==> src/rtl/alu_seq.sv <==
// Multi-cycle integer execution unit. Single-cycle logic/add ops, bit-serial shifts and
// an optional bit-serial unsigned multiplier built only when ALU_MUL_EN is defined.
module alu_seq #(
    parameter int WIDTH = 32
) (
    input  logic             CLK,
    input  logic             RESET,
    input  logic             START,
    input  logic [2:0]       OPCODE,
    input  logic [WIDTH-1:0] DATA1,
    input  logic [WIDTH-1:0] DATA2,
    output logic             BUSY,
    output logic [WIDTH-1:0] RESULT,
    output logic             WRITE
);

    localparam int SW = $clog2(WIDTH);
    localparam int CW = SW + 1;

    typedef enum logic [1:0] {IDLE, SHIFT, MUL} state_t;
    typedef enum logic [2:0] {
        OP_ADD = 3'b000, OP_SUB = 3'b001, OP_AND = 3'b010, OP_OR  = 3'b011,
        OP_XOR = 3'b100, OP_SLL = 3'b101, OP_SRL = 3'b110, OP_MUL = 3'b111
    } op_t;

    state_t           state_q, state_d;
    logic [WIDTH-1:0] acc_q, acc_d;
    logic [CW-1:0]    cnt_q, cnt_d;
    logic             left_q, left_d;
    logic [WIDTH-1:0] result_q, result_d;
    logic             write_q, write_d;
    logic [SW-1:0]    shamt;
    logic [WIDTH-1:0] shifted;
    op_t              op;
`ifdef ALU_MUL_EN
    logic [WIDTH-1:0] mcand_q, mcand_d;
    logic [WIDTH-1:0] mplier_q, mplier_d;
    logic [WIDTH-1:0] sum;
`endif

    assign op      = op_t'(OPCODE);
    assign shamt   = DATA2[SW-1:0];
    assign shifted = left_q ? (acc_q << 1) : (acc_q >> 1);
`ifdef ALU_MUL_EN
    assign sum     = mplier_q[0] ? (acc_q + mcand_q) : acc_q;
`endif

    always_ff @(posedge CLK or posedge RESET) begin
        if (RESET) begin
            state_q  <= IDLE;
            acc_q    <= '0;
            cnt_q    <= '0;
            left_q   <= 1'b0;
            result_q <= '0;
            write_q  <= 1'b0;
`ifdef ALU_MUL_EN
            mcand_q  <= '0;
            mplier_q <= '0;
`endif
        end else begin
            state_q  <= state_d;
            acc_q    <= acc_d;
            cnt_q    <= cnt_d;
            left_q   <= left_d;
            result_q <= result_d;
            write_q  <= write_d;
`ifdef ALU_MUL_EN
            mcand_q  <= mcand_d;
            mplier_q <= mplier_d;
`endif
        end
    end

    always_comb begin
        state_d  = state_q;
        acc_d    = acc_q;
        cnt_d    = cnt_q;
        left_d   = left_q;
        result_d = result_q;
        write_d  = 1'b0;
`ifdef ALU_MUL_EN
        mcand_d  = mcand_q;
        mplier_d = mplier_q;
`endif
        case (state_q)
            IDLE: begin
                if (START) begin
                    case (op)
                        OP_ADD: begin result_d = DATA1 + DATA2; write_d = 1'b1; end
                        OP_SUB: begin result_d = DATA1 - DATA2; write_d = 1'b1; end
                        OP_AND: begin result_d = DATA1 & DATA2; write_d = 1'b1; end
                        OP_OR:  begin result_d = DATA1 | DATA2; write_d = 1'b1; end
                        OP_XOR: begin result_d = DATA1 ^ DATA2; write_d = 1'b1; end
                        OP_SLL, OP_SRL: begin
                            // a zero shift amount completes like a single-cycle op
                            if (shamt == '0) begin
                                result_d = DATA1;
                                write_d  = 1'b1;
                            end else begin
                                acc_d   = DATA1;
                                cnt_d   = CW'(shamt);
                                left_d  = (op == OP_SLL);
                                state_d = SHIFT;
                            end
                        end
                        OP_MUL: begin
`ifdef ALU_MUL_EN
                            acc_d    = '0;
                            mcand_d  = DATA1;
                            mplier_d = DATA2;
                            cnt_d    = CW'(WIDTH);
                            state_d  = MUL;
`else
                            result_d = '0;
                            write_d  = 1'b1;
`endif
                        end
                    endcase
                end
            end
            SHIFT: begin
                acc_d = shifted;
                cnt_d = cnt_q - CW'(1);
                if (cnt_q == CW'(1)) begin
                    result_d = shifted;
                    write_d  = 1'b1;
                    state_d  = IDLE;
                end
            end
`ifdef ALU_MUL_EN
            MUL: begin
                acc_d    = sum;
                mcand_d  = mcand_q << 1;
                mplier_d = mplier_q >> 1;
                cnt_d    = cnt_q - CW'(1);
                if (cnt_q == CW'(1)) begin
                    result_d = sum;
                    write_d  = 1'b1;
                    state_d  = IDLE;
                end
            end
`endif
            default: state_d = IDLE;
        endcase
    end

    assign BUSY   = (state_q != IDLE);
    assign RESULT = result_q;
    assign WRITE  = write_q;

endmodule
==> config.mk <==
export PLATFORM = sky130hd
export DESIGN_NAME = alu_seq
export DESIGN_NICKNAME = d
export VERILOG_FILES = /design/src/rtl/alu_seq.sv
export SDC_FILE = /design/constraint.sdc
export NUM_CORES = 1
export LEC_CHECK = 0
export CORE_UTILIZATION = 47
export CTS_CLUSTER_SIZE = 14
export DETAILED_ROUTE_END_ITERATION = 10
export PLACE_DENSITY = 0.78
export SYNTH_ARGS = -nofsm -noshare
export SYNTH_HDL_FRONTEND = slang
export SYNTH_SLANG_ARGS = --single-unit
==> constraint.sdc <==
create_clock -name CLK -period 6.2 [get_ports CLK]
set_input_delay 0.62 -clock CLK [delete_from_list [all_inputs] [get_ports CLK]]
set_output_delay 0.62 -clock CLK [all_outputs]
set_load 0.01 [all_outputs]
==> results of run 1 <==
-- routing by layer --
| layer | vias to the layer above | GRT usage, % |
|---|---|---|
| met5 | - | 0 |
| met4 | 0 | 8.96 |
| met3 | 42 | 4.72 |
| met2 | 400 | 44.0 |
| met1 | 3967 | 45.4 |
| li1 | 3938 | - |
-- layout make-up --
class	instances	area share, %
multi-input cells	840	60.0
flip-flops and latches	73	18.9
repair buffers	120	12.0
inverters	87	3.53
well taps	220	2.85
clock buffers	10	2.37
clock inverters	6	0.363
-- report_power, final --
group	switching (uW)	internal, uW	total [uW]
Clock	203	268	471
Sequential	166	698	864
Combinational	888	696	1580
Total	1260	1660	2920
-- stage by stage --
step                hold slack (ns)  instance area (um2)
floorplan                     0.446                 8160
global placement              0.461                 9380
detailed placement            0.466                 9380
CTS                           0.480                 9650
global route                  0.503                 9650
finish                        0.476                 9650
-- cells in the final DEF, fill, tap and decap left out, types with 5 or more instances in the layout --
cell type / n
a221oi_1: 6
nor3_1: 11
nand2_1: 125
mux2i_1: 37
o211ai_1: 17
clkbuf_16: 9
xor2_1: 6
dfrtp_1: 72
a22oi_1: 20
clkdlybuf4s50_1: 102
o221ai_1: 9
o41ai_1: 6
xnor2_1: 46
a31oi_1: 19
o31ai_1: 6
nor2_1: 77
a21boi_0: 12
o21ai_0: 119
a211oi_1: 16
nand3_1: 15
a21o_1: 8
ha_1: 99
a221o_1: 5
mux2_2: 19
inv_1: 85
and3_1: 5
nand2b_1: 6
a21oi_1: 80
buf_4: 17
-- how the worst max path moves through the flow --
stage | startpoint | endpoint | slack, ns | depth (start not counted)
3_3_place_gp | DATA2[0] | RESULT[28] | 0.74 | 15
2_1_floorplan | OPCODE[1] | RESULT[29] | 1.76 | 16
5_1_grt | DATA2[0] | RESULT[28] | 0.70 | 15
4_1_cts | DATA2[0] | RESULT[28] | 1.06 | 15
3_5_place_dp | DATA2[0] | RESULT[28] | 0.74 | 15
6_report | DATA2[0] | RESULT[28] | 0.98 | 15
-- cells by family after synthesis --
family,after synthesis
simple gates,276
compound gates,355
xor+xnor,53
flops,73
fa+ha+maj,100
buf+inv,144
mux,56
-- registers in the layout, summed over array words and instances, names as in the netlist --
register  cells
RESULT       32
acc_q        32
cnt_q         6
WRITE         1
left_q        1
state_q       1
-- worst max-delay path: stages --
cell             delay (ns)
clkdlybuf4s50_1        0.48
or2_2                  0.32
or4_4                  0.49
or3_2                  0.45
o31ai_1                0.28
xnor2_1                0.12
ha_1                   0.40
nand3_1                0.15
nor2_1                 0.12
nand3_1                0.13
a2111oi_0              0.91
o21ai_0                0.31
a31oi_1                0.38
mux2i_1                0.21
o21ai_0                0.08
==> impl_metrics.py, run 1 <==
metrics = {
    "route": {
        "drtIter0Drc": 855,
        "via_count": 8347,
        "wl_per_cell_um": 19.8,
        "drc": 0,
        "wl_met1_mm": 12.4,
        "route.met2.wl_mm": 11.4,
        "antenna_left": 0,
        "drtPass1Iterations": 5,
        "drt-total-wl_mm": 26.8,
        "vias_per_cell": 6.16,
        "top_layer_used": "met4",
        "wl_met3_mm": 2.48,
    },
    "pwr": {
        "leakage_uw": 0.00423,
        "p_total_uw": 2920,
        "ir_drop_mv": 0.282,
        "power.density_mw_per_mm2": 303,
    },
    "clock_network": {
        "ctsResizeCount": 0,
        "postCtsSetupRepairBufs": 0,
        "path_clk_slew_ns": 0.06,
        "cts_buffer_depth": 2,
        "clk_latency_ns": 0.34,
        "htreeDepth": 3,
        "cts_hold_buf": 0,
        "cts_tree": "yes",
        "cts_root_buf": "clkbuf_16",
        "cts_inserted_buffers": 9,
        "clock_sinks": 73,
    },
    "sta": {
        "hold_viol": 0,
        "fin_crit_sh_pct": 84.2,
        "slew_viol_final": 0,
        "grt_setup_unrepaired": "no",
        "tns_ns": 0,
        "period_needed_ns": 5.22,
        "layout_setup_ws_ns": 0.983,
        "fin_worst_skew_ns": 0.00883,
        "setup_viol_count_final": 0,
        "fmax_mhz": 192,
        "slew-limit-headroom_pct": 5.91,
        "worst_pin_slew_ns": 1.41,
    },
    "critical_path": {
        "r2r-start": "state_q[0]",
        "path_max_fanout": 6,
        "rrSetupSlack_ns": 3.54,
        "arrival_ns": 5.43,
        "critPathRequiredTime_ns": 6.42,
        "cp-start-kind": "input pin",
        "rr_worst_depth": 9,
        "end_kind": "register",
        "path_class": "in2reg",
        "r2r-end": "RESULT[31]",
    },
    "yosys": {
        "muxShareOfSynthArea_pct": 7.16,
        "syn_nets": 1227,
        "synth-warning-count": 0,
        "synthTopCellsByArea": "dfrtp_1 22%, ha_1 15%, o21ai_0 7.3%, nand2_1 5.7%, a21oi_1 5.0%",
        "synth_edf_count": 0,
        "ys_types": 63,
        "ys_ff_latch": 73,
        "synth_xor_area_share_pct": 5.78,
        "synth.most_common_cell": "nand2_1",
        "seq_area_frac_synth_pct": 22.4,
        "synth_adder_area_share_pct": 15.4,
        "syn_inst": 1057,
        "synth_area_leader_cell": "dfrtp_1",
        "synth_compound_area_share_pct": 27.2,
        "syn_area_mm2": 0.00816,
        "syn-mean-instance-area_um2": 7.72,
        "yosys-top-cells-count": "125 x nand2_1, 119 x o21ai_0, 99 x ha_1",
        "synthArstFlopShare_pct": 100,
        "synth_top_family_by_area": "compound AO/OA/AOI/OAI gates",
        "synth-simple-area-share_pct": 15.3,
        "synth-main-ff-cell": "dfrtp_1",
        "synth_top_area_share_pct": 22.4,
    },
    "global_routing": {
        "grt_overflow": 0,
        "grt_max_degree": 74,
        "track_usage_pct": 30.2,
        "grt_pass1_wl_mm": 41.7,
        "antenna_found_initial": 0,
        "first_global_vias": 7405,
    },
    "worst_hold_path": {
        "worstHoldEndpoint": "RESULT[5]",
        "min_from": "RESULT[5]",
        "worstHoldPathCells": 1,
        "hp-class": "reg2reg",
    },
    "job": {
        "drv_cap": 0,
    },
    "layout": {
        "nets": 1301,
        "area_delta_synth_final_pct": 18.2,
        "fin_cells": 1356,
        "drive_gt1_share_pct": 6.16,
        "diodes": 0,
        "multiInputGateArea_mm2": 0.00579,
        "n_fill_cell": 1560,
        "regArea_mm2": 0.00183,
        "final_util_pct": 57.6,
    },
    "place": {
        "port_buffers": 103,
        "dp_hpwl_mm": 20.7,
        "place_ws_ns": 0.741,
        "dp.cells": 1340,
        "place_congestion": 0.988,
    },
    "floorplanning": {
        "ios": 104,
        "die-area_mm2": 0.0179,
        "start_util_pct": 48.7,
        "dieHeight_um": 134,
        "num_rows": 47,
        "die_x_um": 134,
        "core_mm2": 0.0168,
    },
    "outcome": {
        "outcome": "complete, no violations",
    },
}
Power figures use the tool's default switching activity.
==> run 2, diff against run 1 <==
PLACE_DENSITY = 0.81   (was 0.78)
clock period = 4.8 ns   (was 6.2 ns; I/O delays follow)
==> run 2 against run 1 <==
Compared with the run above: critical path depth is the same; clock power up 41%; die area unchanged; count of clock-buffer cells in the layout grew 1; cell count is 2.9% higher; hold slack lost 0.0023 ns; sequential share of layout area fell by 0.62 points; via count grew 1.8%; register-to-register slack worse by 1.4 ns; critical path type unchanged; largest cell class unchanged.
==> impl_metrics.py, run 2 (synthesized netlist as in run 1, its figures left out) <==
metrics = {
    "outcome": {
        "outcome": "complete, no violations",
    },
    "sta": {
        "worst_pin_slew_ns": 0.936,
        "slew_viol_final": 0,
        "setup_viol_count_final": 0,
        "whs_ns": 0.474,
        "slew-limit-headroom_pct": 37.6,
        "period_needed_ns": 4.50,
        "fin_worst_skew_ns": 0.00813,
        "fmax_mhz": 222,
        "fin_crit_sh_pct": 93.8,
        "layout_setup_ws_ns": 0.297,
        "grt_setup_unrepaired": "no",
        "hold_viol": 0,
    },
    "global_routing": {
        "grt_use_met2_pct": 44.8,
        "grt_max_degree": 84,
        "antenna_found_initial": 1,
        "grt_overflow": 0,
        "grt_pass1_wl_mm": 42.8,
        "first_global_vias": 7904,
        "grt_use_met3_pct": 6.50,
        "top_usage_layer": "met2",
        "grt_use_met1_pct": 44.7,
        "track_usage_pct": 30.6,
    },
    "place": {
        "place_ws_ns": -0.0558,
        "place_congestion": 0.964,
        "dp.cells": 1379,
        "port_buffers": 103,
        "dp_hpwl_mm": 20.6,
    },
    "layout": {
        "fin_cells": 1395,
        "final_common_cell": "nand2_1",
        "drive_gt1_share_pct": 9.28,
        "nets": 1340,
        "diodes": 0,
        "most-common-layout-cells": "125 x nand2_1, 119 x o21ai_0, 102 x clkdlybuf4s50_1",
        "final_util_pct": 59.5,
        "area_delta_synth_final_pct": 22.1,
        "n_fill_cell": 1515,
    },
    "pwr": {
        "ir_drop_mv": 0.325,
        "leakage_uw": 0.00444,
        "power.density_mw_per_mm2": 390,
    },
    "floorplanning": {
        "die-area_mm2": 0.0179,
        "num_rows": 47,
        "ios": 104,
        "dieHeight_um": 134,
        "die_x_um": 134,
        "core_mm2": 0.0168,
        "start_util_pct": 48.7,
    },
    "critical_path": {
        "r2r-end": "RESULT[31]",
        "arrival_ns": 4.73,
        "rr_worst_depth": 9,
        "path_max_fanout": 5,
        "r2r-start": "state_q[0]",
        "end_kind": "register",
        "critPathRequiredTime_ns": 5.03,
        "path_class": "in2reg",
        "rrSetupSlack_ns": 2.13,
        "cp-start-kind": "input pin",
    },
    "clock_network": {
        "postCtsSetupRepairBufs": 0,
        "cts_root_buf": "clkbuf_16",
        "cts_tree": "yes",
        "clk_latency_ns": 0.34,
        "htreeDepth": 3,
        "cts_inserted_buffers": 9,
        "ctsResizeCount": 0,
        "cts_hold_buf": 0,
        "path_clk_slew_ns": 0.06,
        "clock_sinks": 73,
        "cts_buffer_depth": 2,
    },
    "route": {
        "via_count": 8499,
        "antenna_left": 0,
        "drtIter0Drc": 965,
        "drt-total-wl_mm": 26.9,
        "drtPass1Iterations": 6,
        "vias_per_cell": 6.09,
        "drc": 0,
        "wl_per_cell_um": 19.2,
    },
    "worst_hold_path": {
        "hp-class": "reg2reg",
        "worstHoldEndpoint": "acc_q[31]",
        "min_from": "acc_q[31]",
        "worstHoldPathCells": 2,
    },
    "job": {
        "drv_cap": 0,
    },
}
-- run 2: cell types whose count changed in the layout (fill, tap and decap cells not counted), sizes merged --
| cell | change |
|---|---|
| buf | +39 |
| bufinv | +1 |
| clkbuf | +1 |
| clkinv | -1 |
| clkinvlp | -1 |
-- run 2: how the worst max path moves through the flow --
stage | from | endpoint | cells past startpoint
3_3_place_gp | DATA2[1] | RESULT[29] | 15
4_1_cts | DATA2[1] | RESULT[30] | 19
2_1_floorplan | OPCODE[1] | RESULT[29] | 16
6_report | DATA2[1] | RESULT[29] | 15
3_5_place_dp | DATA2[1] | RESULT[28] | 20
5_1_grt | DATA2[1] | RESULT[28] | 20
-- run 2: final cells by class --
class | instances | area (um2) | area share, %
Multi-Input combinational cell | 840 | 5790 | 58.1
Sequential cell | 73 | 1830 | 18.3
Timing Repair Buffer | 159 | 1450 | 14.5
Inverter | 87 | 340 | 3.41
Tap cell | 220 | 275 | 2.76
Clock buffer | 11 | 233 | 2.33
Clock inverter | 5 | 56.3 | 0.565
-- run 2: power breakdown --
part | switching, uW | internal, uW
logic | 1170 | 945
clock network | 261 | 402
registers | 206 | 902
-- run 2: metrics by stage --
stage	setup TNS (ns)	instance area [um2]	power, uW
after global routing	0	9970	4130
after CTS	0	9960	3860
final	0	9970	3890
after floorplan	0	8160	2340
after global placement	0	9680	3120
after detailed placement	-0.0735	9680	3190
-- run 2: layer usage --
metal,part of all wire (%),vias to the layer above,routed length [um]
met5,0,-,0
met4,2.1,0,552
met3,11,38,2840
met2,42,416,11400
met1,45,4031,12100
li1,-,4014,-
-- run 2: critical path, cell delays in order --
cell and delay (ns):
clkdlybuf4s50_1 0.43, or2_2 0.32, or4_4 0.44, or3_2 0.44
o31ai_1 0.25, xnor2_1 0.16, ha_1 0.29, o21ai_0 0.23
nor2_1 0.09, o41ai_1 0.31, buf_4 0.18, a31oi_1 0.13
o2111a_1 0.29, or4b_1 0.46, a41o_1 0.22
